## src/rtl/arb_pkg.sv

```systemverilog
// Shared types and helpers for the 4-way round-robin arbiter.
// The rotate helpers map the request vector into and out of the fixed-priority frame.
package arb_pkg;

  localparam int N_REQ   = 4;
  localparam int TIMER_W = 8;

  typedef enum logic [0:0] {
    IDLE = 1'b0,
    BUSY = 1'b1
  } state_t;

  typedef logic [1:0]         ptr_t;
  typedef logic [TIMER_W-1:0] timer_t;

  // r[i] = v[(i + s) mod N_REQ]
  function automatic logic [N_REQ-1:0] rot_right(input logic [N_REQ-1:0] v, input ptr_t s);
    logic [N_REQ-1:0] r;
    r = '0;
    for (int i = 0; i < N_REQ; i++) begin
      r[i] = v[(i + int'(s)) % N_REQ];
    end
    return r;
  endfunction

  // Inverse of rot_right: r[(i + s) mod N_REQ] = v[i]
  function automatic logic [N_REQ-1:0] rot_left(input logic [N_REQ-1:0] v, input ptr_t s);
    logic [N_REQ-1:0] r;
    r = '0;
    for (int i = 0; i < N_REQ; i++) begin
      r[(i + int'(s)) % N_REQ] = v[i];
    end
    return r;
  endfunction

  function automatic ptr_t onehot_to_idx(input logic [N_REQ-1:0] oh);
    ptr_t r;
    r = '0;
    for (int i = 0; i < N_REQ; i++) begin
      if (oh[i]) r = ptr_t'(i);
    end
    return r;
  endfunction

endpackage

```

## src/rtl/fixed_prio4.sv

```systemverilog
// Combinational 4-bit fixed-priority encoder, bit 3 highest; one-hot out, zero if no request.
// Zero latency, no flow control.
module fixed_prio4
  import arb_pkg::*;
(
  input  logic [N_REQ-1:0] req,
  output logic [N_REQ-1:0] sel
);

  always_comb begin
    sel = '0;
    if (req[3])      sel = 4'b1000;
    else if (req[2]) sel = 4'b0100;
    else if (req[1]) sel = 4'b0010;
    else if (req[0]) sel = 4'b0001;
  end

endmodule

```

## src/rtl/rr_arbiter4.sv

```systemverilog
// 4-way round-robin arbiter with held grants: req->grant 1 cycle, grant held until done/req drop.
// Optional forced release after TIMEOUT busy cycles when ARB_TIMEOUT_EN is defined.
module rr_arbiter4
  import arb_pkg::*;
#(
  parameter int TIMEOUT = 16
) (
  input  logic             clk,
  input  logic             reset,
  input  logic [N_REQ-1:0] req,
  input  logic             done,
  output logic [N_REQ-1:0] grant,
  output logic             busy,
  output logic             timeout
);

  state_t           state, state_nxt;
  ptr_t             ptr, ptr_nxt;
  logic [N_REQ-1:0] grant_nxt;
  logic [N_REQ-1:0] req_rot, sel_rot, sel;
  ptr_t             rot_amt;
  logic             rel_normal;

`ifdef ARB_TIMEOUT_EN
  localparam timer_t TIMER_LAST = timer_t'(TIMEOUT - 1);
  timer_t timer, timer_nxt;
  logic   timeout_nxt;
`endif

  // Rotating by ptr+1 puts requester ptr on bit 3, so descending search starts there.
  assign rot_amt = ptr_t'(ptr + 2'd1);
  assign req_rot = rot_right(req, rot_amt);

  fixed_prio4 u_prio (
    .req (req_rot),
    .sel (sel_rot)
  );

  assign sel        = rot_left(sel_rot, rot_amt);
  assign rel_normal = done | ~|(req & grant);
  assign busy       = (state == BUSY);

  always_comb begin
    state_nxt = state;
    grant_nxt = grant;
    ptr_nxt   = ptr;
`ifdef ARB_TIMEOUT_EN
    timer_nxt   = timer;
    timeout_nxt = 1'b0;
`endif
    case (state)
      IDLE: begin
        if (|req) begin
          grant_nxt = sel;
          state_nxt = BUSY;
          ptr_nxt   = ptr_t'(onehot_to_idx(sel) - 2'd1);
`ifdef ARB_TIMEOUT_EN
          timer_nxt = '0;
`endif
        end
      end
      BUSY: begin
        if (rel_normal) begin
          grant_nxt = '0;
          state_nxt = IDLE;
        end
`ifdef ARB_TIMEOUT_EN
        else if (timer == TIMER_LAST) begin
          grant_nxt   = '0;
          state_nxt   = IDLE;
          timeout_nxt = 1'b1;
        end else begin
          timer_nxt = timer + 1'b1;
        end
`endif
      end
      default: begin
        grant_nxt = '0;
        state_nxt = IDLE;
      end
    endcase
  end

  always_ff @(posedge clk) begin
    if (reset) begin
      state <= IDLE;
      grant <= '0;
      ptr   <= 2'd3;
`ifdef ARB_TIMEOUT_EN
      timer   <= '0;
      timeout <= 1'b0;
`endif
    end else begin
      state <= state_nxt;
      grant <= grant_nxt;
      ptr   <= ptr_nxt;
`ifdef ARB_TIMEOUT_EN
      timer   <= timer_nxt;
      timeout <= timeout_nxt;
`endif
    end
  end

`ifndef ARB_TIMEOUT_EN
  assign timeout = 1'b0;
`endif

  a_timeout_range: assert property (@(posedge clk) (TIMEOUT >= 2) && (TIMEOUT <= 255));
  a_grant_onehot:  assert property (@(posedge clk) disable iff (reset) $onehot0(grant));

endmodule

```

## config.mk

```make
export PLATFORM = sky130hd
export DESIGN_NAME = rr_arbiter4
export DESIGN_NICKNAME = d
export VERILOG_FILES = /design/src/rtl/arb_pkg.sv /design/src/rtl/fixed_prio4.sv /design/src/rtl/rr_arbiter4.sv
export SDC_FILE = /design/constraint.sdc
export NUM_CORES = 1
export LEC_CHECK = 0
export ABC_AREA = 1
export BUFFER_PORTS_ARGS = -buffer_cell sky130_fd_sc_hd__buf_4
export CELL_PAD_IN_SITES_DETAIL_PLACEMENT = 1
export CELL_PAD_IN_SITES_GLOBAL_PLACEMENT = 2
export CORE_ASPECT_RATIO = 1.2
export CORE_MARGIN = 2
export CORE_UTILIZATION = 25
export DETAILED_ROUTE_END_ITERATION = 16
export PLACE_DENSITY = 0.82
export SLEW_MARGIN = 20
export SYNTH_ARGS = -nofsm -noshare
export SYNTH_HDL_FRONTEND = slang
export SYNTH_SLANG_ARGS = --single-unit
```

## constraint.sdc

```tcl
create_clock -name clk -period 2.05 [get_ports clk]
set_clock_uncertainty 0.15 [all_clocks]
set_input_delay 0.1025 -clock clk [delete_from_list [all_inputs] [get_ports clk]]
set_output_delay 0.1025 -clock clk [all_outputs]
set_load 0.01 [all_outputs]
```

==> run summary, run 1 <==
======================================================================================================
Effective utilization at floorplan ......................................................        0.261
Routed Wire Length ......................................................................      2420 um
DIE AREA ................................................................................  0.00333 mm2
Metal1 wirelength .......................................................................       996 um
Slew Viols, Final .......................................................................            0
Final Critical Period ...................................................................      1.94 ns
Final clock period utilization by the worst path ........................................        0.945
Number of endpoints failing setup at the final stage ....................................            0
Cell type with the largest total area after synthesis ................................... sky130_fd_sc_hd__nand2_1
Data arrival time of the critical path ..................................................      1.97 ns
Top routing layer in use ................................................................         met4
Number of violations of the max-capacitance limit .......................................            0
Worst r2r src ...........................................................................       ptr[0]
Cells after Synth .......................................................................          118
Die height ..............................................................................      62.8 um
Vias post-DR ............................................................................          864
Vias per Instance .......................................................................         4.85
Flip-flop and latch count after synthesis ...............................................            7
Die outline width .......................................................................      53.0 um
Cell area reported after detailed placement .............................................      887 um2
Detailed placer's ending HPWL ...........................................................      1930 um
Largest net degree at the start of global routing .......................................            8
Root Buffer ............................................................................. sky130_fd_sc_hd__clkbuf_4
Critical path class ..................................................................... flop to flop
Placed cells ............................................................................          168
Routed WL per cell ......................................................................      13.6 um
Clock tree from TritonCTS ...............................................................          yes
Total of fill cells in the finished design ..............................................          353
Clock buffers created by TritonCTS ......................................................            3
Net Count, Synth ........................................................................          131
Area share of the leading cell type in the synthesized netlist ..........................        0.208
Worst setup SP type .....................................................................         flop
Boundary pin count ......................................................................           13
Clock transition at the register clock pins on the worst setup and hold paths after CTS .      0.05 ns
Antenna violations before repair ........................................................            0
Post-route ant nets .....................................................................            0
Number of input and output port buffers inserted ........................................           11
Register area share after synthesis .....................................................        0.194
Critical Path RT ........................................................................      2.08 ns
Min setup slack post-route ..............................................................     0.112 ns
Cell variety after synth ................................................................           21
Placement Rows ..........................................................................           21
Origin of the worst min-delay path ......................................................         done
Number of clock sinks seen by CTS .......................................................            7
Count of yosys warnings during synthesis ................................................            0
Vias in the first global route ..........................................................          900
Pwr/cell area ...........................................................................  1640 mW/mm2
Overall Global Routing Usage ............................................................        0.152
Layout cell share with drive strength beyond 1 ..........................................        0.431
Final hold viol count ...................................................................            0
Grt total ovfl ..........................................................................            0
Element type at the critical path end ...................................................         flop
Synth-to-Final Area Change ..............................................................        53.6%
Achievable Freq .........................................................................      516 MHz
Type of the worst min-delay path ........................................................ input port to flop
Routed wl met3 ..........................................................................        34 um
Launching instance or port of the critical path .........................................       ptr[0]
Non-filler cells, final .................................................................          178
First-pass iteration count of the detailed router .......................................            4
Worst skew pair latency .................................................................      0.25 ns
Largest fanout of any net on the critical path ..........................................            6
Drt drc .................................................................................            0
Met2 Routed Length ......................................................................      1380 um
Maximum clock path buffer count .........................................................            2
Top cells by area in the synthesized netlist ............................................ sky130_fd_sc_hd__nand2_1 21%, sky130_fd_sc_hd__dfxtp_1 19%, sky130_fd_sc_hd__ha_1 10%
Run status .............................................................................. complete, no violations
Gpl congestion ..........................................................................        0.842
# diodes ................................................................................            0
Worst slack, placed .....................................................................    -0.101 ns
Leakage power summed over all cells .....................................................     0.506 nW
Syn Std Cell Area .......................................................................      721 um2
Total number of nets in the final design ................................................          158
Area of the core region .................................................................  0.00276 mm2
Post-route cell area ....................................................................  0.00111 mm2
Average cell area after synthesis .......................................................     6.11 um2
CTS HTree Levels ........................................................................            1
Global-route wire length before repair ..................................................      3900 um
Final core area utilization .............................................................        0.401
Max rail drop VDD .......................................................................       684 uV
Count of routing violations after the opening detailed-route iteration ..................           10
======================================================================================================
[cells in the mapped netlist, drive strengths merged]
master / number
ha: 6
nor2: 10
inv: 11
dfxtp: 7
buf: 1
a22oi: 1
nor4: 1
o21ai: 2
or2: 1
nand4: 5
conb: 1
nand3: 14
clkbuf: 1
nand2: 46
a21oi: 11
[power breakdown]
group | internal (W) | switching (W) | leakage [nW]
registers | 0.000196 | 0.0000660 | 0.0579
clock network | 0.0000742 | 0.0000503 | 0.0150
logic | 0.000599 | 0.000826 | 0.433
total | 0.000869 | 0.000942 | 0.506
[metal layers]
metal / up-vias / GRT usage
met5: - / 0
li1: 436 / -
met1: 416 / 0.172
met3: 2 / 0.0144
met4: 0 / 0.0481
met2: 10 / 0.284
[critical path, stage by stage (launching register included)]
cell	delay, ns
sky130_fd_sc_hd__dfxtp_4	0.36
sky130_fd_sc_hd__buf_6	0.14
sky130_fd_sc_hd__ha_4	0.17
sky130_fd_sc_hd__inv_2	0.06
sky130_fd_sc_hd__nand2_1	0.06
sky130_fd_sc_hd__nand3_2	0.09
sky130_fd_sc_hd__nand2_4	0.08
sky130_fd_sc_hd__buf_4	0.15
sky130_fd_sc_hd__buf_4	0.14
sky130_fd_sc_hd__a22oi_2	0.21
sky130_fd_sc_hd__nand3_1	0.12
sky130_fd_sc_hd__a21oi_1	0.15
[area by class of cell]
class	instances	area, um2	share of cell area
repair buffers	24	189	0.171
inverters	11	51.3	0.0463
well taps	34	42.5	0.0384
multi-input cells	98	651	0.588
clock buffers	4	26.3	0.0237
flip-flops and latches	7	148	0.133
[state kept, by name, summed over array words and instances, names as in the netlist]
signal,flops
busy,1
grant,4
ptr,2
[repair_timing]
action	in CTS	in global routing
endpoints found under the setup margin	5	5
resized for setup	7	31
hold buffers	2	0
cloned	0	0
hold endpoints to repair	7	0
setup buffers	0	4
pin swaps	0	11
[stage by stage]
step	hold WS [ns]	setup TNS (ns)	total power, W
6_report	0.183	0	0.00181
5_1_grt	0.223	-0.0135	0.00198
4_1_cts	0.186	0	0.00150
3_5_place_dp	0.182	-0.342	0.00131
3_3_place_gp	0.174	-0.0619	0.00128
2_1_floorplan	0.0216	0	0.000958
[logic make-up after synthesis]
logic type / after synthesis / synth area share
flip-flops: 7 / 0.194
adder cells (fa/ha/maj): 6 / 0.104
AND/OR/NAND/NOR: 77 / 0.516
buffers and inverters: 13 / 0.0729
AO/OA/AOI/OAI: 14 / 0.108
other: 1 / 0.00520
[path summary, 6_finish.rpt]
path | endpoint | slack (ns) | cells after the start
worst max-delay path | grant[2] | 0.11 | 11
worst min register to register | grant[0] | 0.36 | 2
worst max register to register | grant[2] | 0.11 | 11
worst min-delay path | grant[0] | 0.18 | 6
[cell usage in the layout, fill, tap and decap left out, drive strengths merged]
cell type and count:
a21oi 11, or2 1, o21ai 2, nand2 46, ha 6, inv 11
nor2 10, buf 22, dlygate4sd3 2, nand4 5, dfxtp 7, clkbuf 4
nor4 1, conb 1, nand3 14, a22oi 1
Note: power is estimated with default switching activity, not from simulation.
==> run 2: changes to the inputs <==
CORE_UTILIZATION = 24   (was 25)
PLACE_DENSITY = 0.8   (was 0.82)
SYNTH_HIERARCHICAL = 1   (was default)
==> run 2 against run 1 <==
Effect of this change: the run now ends with negative setup slack left; sequential share of layout area is 1.1 points lower; fmax shrank 6.1%; cell count increased by 5.6%; largest power group unchanged; highest routed layer is now met3.
==> run summary, run 2 <==
======================================================================================================
Overall Global Routing Usage ............................................................        0.151
Global-route wire length before repair ..................................................      3860 um
# diodes ................................................................................            0
Largest fanout of any net on the critical path ..........................................            5
Final total power .......................................................................    0.00211 W
Antenna violations before repair ........................................................            0
Max rail drop VDD .......................................................................       702 uV
Share of synthesized registers carrying an async set or reset ...........................            0
CTS HTree Levels ........................................................................            1
Hold slack final ........................................................................    0.0541 ns
Count of flip-flops with a built-in enable after synthesis ..............................            0
Total of fill cells in the finished design ..............................................          358
Critical path class ..................................................................... flop to flop
Root Buffer ............................................................................. sky130_fd_sc_hd__clkbuf_4
Final Critical Period ...................................................................      2.06 ns
Slew Viols, Final .......................................................................            0
Vias in the first global route ..........................................................          906
Number of clock sinks seen by CTS .......................................................            7
Largest net degree at the start of global routing .......................................            8
Leading cell type in the layout, fill and taps excluded ................................. sky130_fd_sc_hd__nand2_1
Area of the core region .................................................................  0.00281 mm2
Average cell area after synthesis .......................................................     5.94 um2
Worst setup SP type .....................................................................         flop
Synth cell count leaders ................................................................ 39 x sky130_fd_sc_hd__nand2_1, 14 x sky130_fd_sc_hd__inv_1, 12 x sky130_fd_sc_hd__a21oi_1, 9 x sky130_fd_sc_hd__nand3_1
Min setup slack post-route ..............................................................   -0.0139 ns
Detailed placer's ending HPWL ...........................................................      1830 um
Flip-flop and latch count after synthesis ...............................................            7
Grt total ovfl ..........................................................................            0
Boundary pin count ......................................................................           13
Element type at the critical path end ...................................................         flop
Number of input and output port buffers inserted ........................................           11
Achievable Freq .........................................................................      485 MHz
Count of yosys warnings during synthesis ................................................            6
Data arrival time of the critical path ..................................................      2.09 ns
Placement Rows ..........................................................................           21
Area share of the leading cell type in the synthesized netlist ..........................        0.207
Register area share after synthesis .....................................................        0.198
Type of the worst min-delay path ........................................................ input port to flop
Library cell with the highest instance count after synthesis ............................ sky130_fd_sc_hd__nand2_1
Total area of multi-input combinational cells ...........................................      631 um2
Top library cells by usage in the layout, fill and taps aside ........................... 33 x sky130_fd_sc_hd__nand2_1, 28 x sky130_fd_sc_hd__buf_4, 9 x sky130_fd_sc_hd__a21oi_1
Clock buffers created by TritonCTS ......................................................            3
Effective utilization at floorplan ......................................................        0.251
Cells traversed along the worst timing path ............................................. buf_4, ha_4, nor2_4, nor2_1, a21oi_2, inv_2, nand2_1, nor2_4, buf_4, nand3b_1, nand3_1, nand3_2, a21oi_1
Pwr/cell area ...........................................................................  1780 mW/mm2
Layout cell share with drive strength beyond 1 ..........................................        0.500
Final clock period utilization by the worst path ........................................         1.01
Number of flip-flops under the largest register name ....................................            4
Vias post-DR ............................................................................          890
Syn Std Cell Area .......................................................................      707 um2
First-pass iteration count of the detailed router .......................................            4
Critical Path RT ........................................................................      2.08 ns
Number of endpoints failing setup at the final stage ....................................            1
Clock tree from TritonCTS ...............................................................          yes
Total number of nets in the final design ................................................          168
Die outline width .......................................................................      53.5 um
Cell type with the largest total area after synthesis ................................... sky130_fd_sc_hd__nand2_1
Die height ..............................................................................      63.5 um
Worst skew pair latency .................................................................      0.24 ns
Leakage power summed over all cells .....................................................     0.558 nW
Slowest stage delay, CP .................................................................      0.39 ns
Routed WL per cell ......................................................................      14.6 um
Final hold viol count ...................................................................            0
Prevailing post-synth register cell ..................................................... sky130_fd_sc_hd__dfxtp_1
Cell type of the slowest stage on the worst timing path ................................. sky130_fd_sc_hd__dfxtp_4
Maximum clock path buffer count .........................................................            2
Top cells by area in the synthesized netlist ............................................ sky130_fd_sc_hd__nand2_1 21%, sky130_fd_sc_hd__dfxtp_1 20%, sky130_fd_sc_hd__ha_1 11%
Violated checks ......................................................................... negative setup slack
Clock transition at the register clock pins on the worst setup and hold paths after CTS .      0.05 ns
Synth-to-Final Area Change ..............................................................        67.6%
Reg with most FFs .......................................................................        grant
Gpl congestion ..........................................................................        0.873
Run status .............................................................................. complete, but fails checks
Storage cell area .......................................................................      145 um2
RSZ-0062 raised after global routing ....................................................         true
Number of violations of the max-capacitance limit .......................................            0
DIE AREA ................................................................................  0.00340 mm2
Cells after Synth .......................................................................          119
Vias per Instance .......................................................................         4.73
Cell variety after synth ................................................................           18
Net Count, Synth ........................................................................          132
Count of routing violations after the opening detailed-route iteration ..................            9
Drt drc .................................................................................            0
Routed Wire Length ......................................................................      2740 um
Post-route ant nets .....................................................................            0
======================================================================================================
==> run 2: cell count changes after synthesis, sizes merged <==
cell	before	now
clkbuf	1	0
nor2	10	12
buf	1	2
inv	11	17
or2	1	0
nand2	46	40
o21ai	2	7
nand3b	0	2
a21oi	11	15
nand3	14	10
a22oi	1	0
nand4	5	0
nor4	1	0
==> run 2: timing repair <==
action / in CTS / in global routing
hold buffers: 1 / 0
pin swaps: 1 / 12
endpoints found under the setup margin: 6 / 6
setup buffers: 2 / 7
gates resized for setup: 11 / 37
endpoints found under the hold margin: 7 / 0
==> run 2: final cells by class <==
class	instances	area share
clock buffers	4	0.0222
inverters	17	0.0560
multi-input cells	93	0.532
flip-flops and latches	7	0.122
well taps	34	0.0359
repair buffers	33	0.231
==> run 2: power by group <==
| group | internal (W) | total [W] | switching, W |
|---|---|---|---|
| clock | 0.0000741 | 0.000122 | 0.0000477 |
| combinational | 0.000794 | 0.00173 | 0.000939 |
| sequential | 0.000194 | 0.000258 | 0.0000648 |
| total | 0.00106 | 0.00211 | 0.00105 |
==> run 2: worst max-delay path: cells and delay by family (launching register included) <==
family	cells	cell delay (ns)
simple gates	7	0.74
flops	1	0.39
buf+inv	3	0.35
compound gates	2	0.20
fa+ha+maj	1	0.15
==> run 2: final timing paths <==
check	startpoint	end	slack, ns	depth (start not counted)
max	ptr[0]	grant[0]	-0.01	13
min	done	busy	0.05	4
max reg2reg	ptr[0]	grant[0]	-0.01	13
min reg2reg	grant[2]	grant[2]	0.35	2
==> run 2: per-layer routing <==
metal / up-vias / track usage / share of wire
met2: 12 / 0.292 / 0.61
met4: 0 / 0.0481 / 0
li1: 447 / - / -
met5: - / 0 / 0
met3: 0 / 0.00711 / 0.014
met1: 431 / 0.164 / 0.38
==> run 2: through the flow <==
stage,TNS [ns],std cells,worst slack (ns),instance area [um2],utilization
3_5_place_dp,-0.253,174,-0.0819,908,0.323
6_report,-0.0139,188,-0.0139,1180,0.421
4_1_cts,0,181,0.00597,993,0.353
5_1_grt,-0.829,188,-0.183,1180,0.421
3_3_place_gp,-0.0897,174,-0.0497,908,0.323
2_1_floorplan,0,119,0.0439,708,-
==> run 2: cell families after synthesis <==
family | count (synthesis) | synth area share
AO/OA/AOI/OAI | 22 | 0.182
other | 1 | 0.00530
adder cells (fa/ha/maj) | 6 | 0.106
buffers and inverters | 19 | 0.111
flip-flops | 7 | 0.198
AND/OR/NAND/NOR | 64 | 0.396
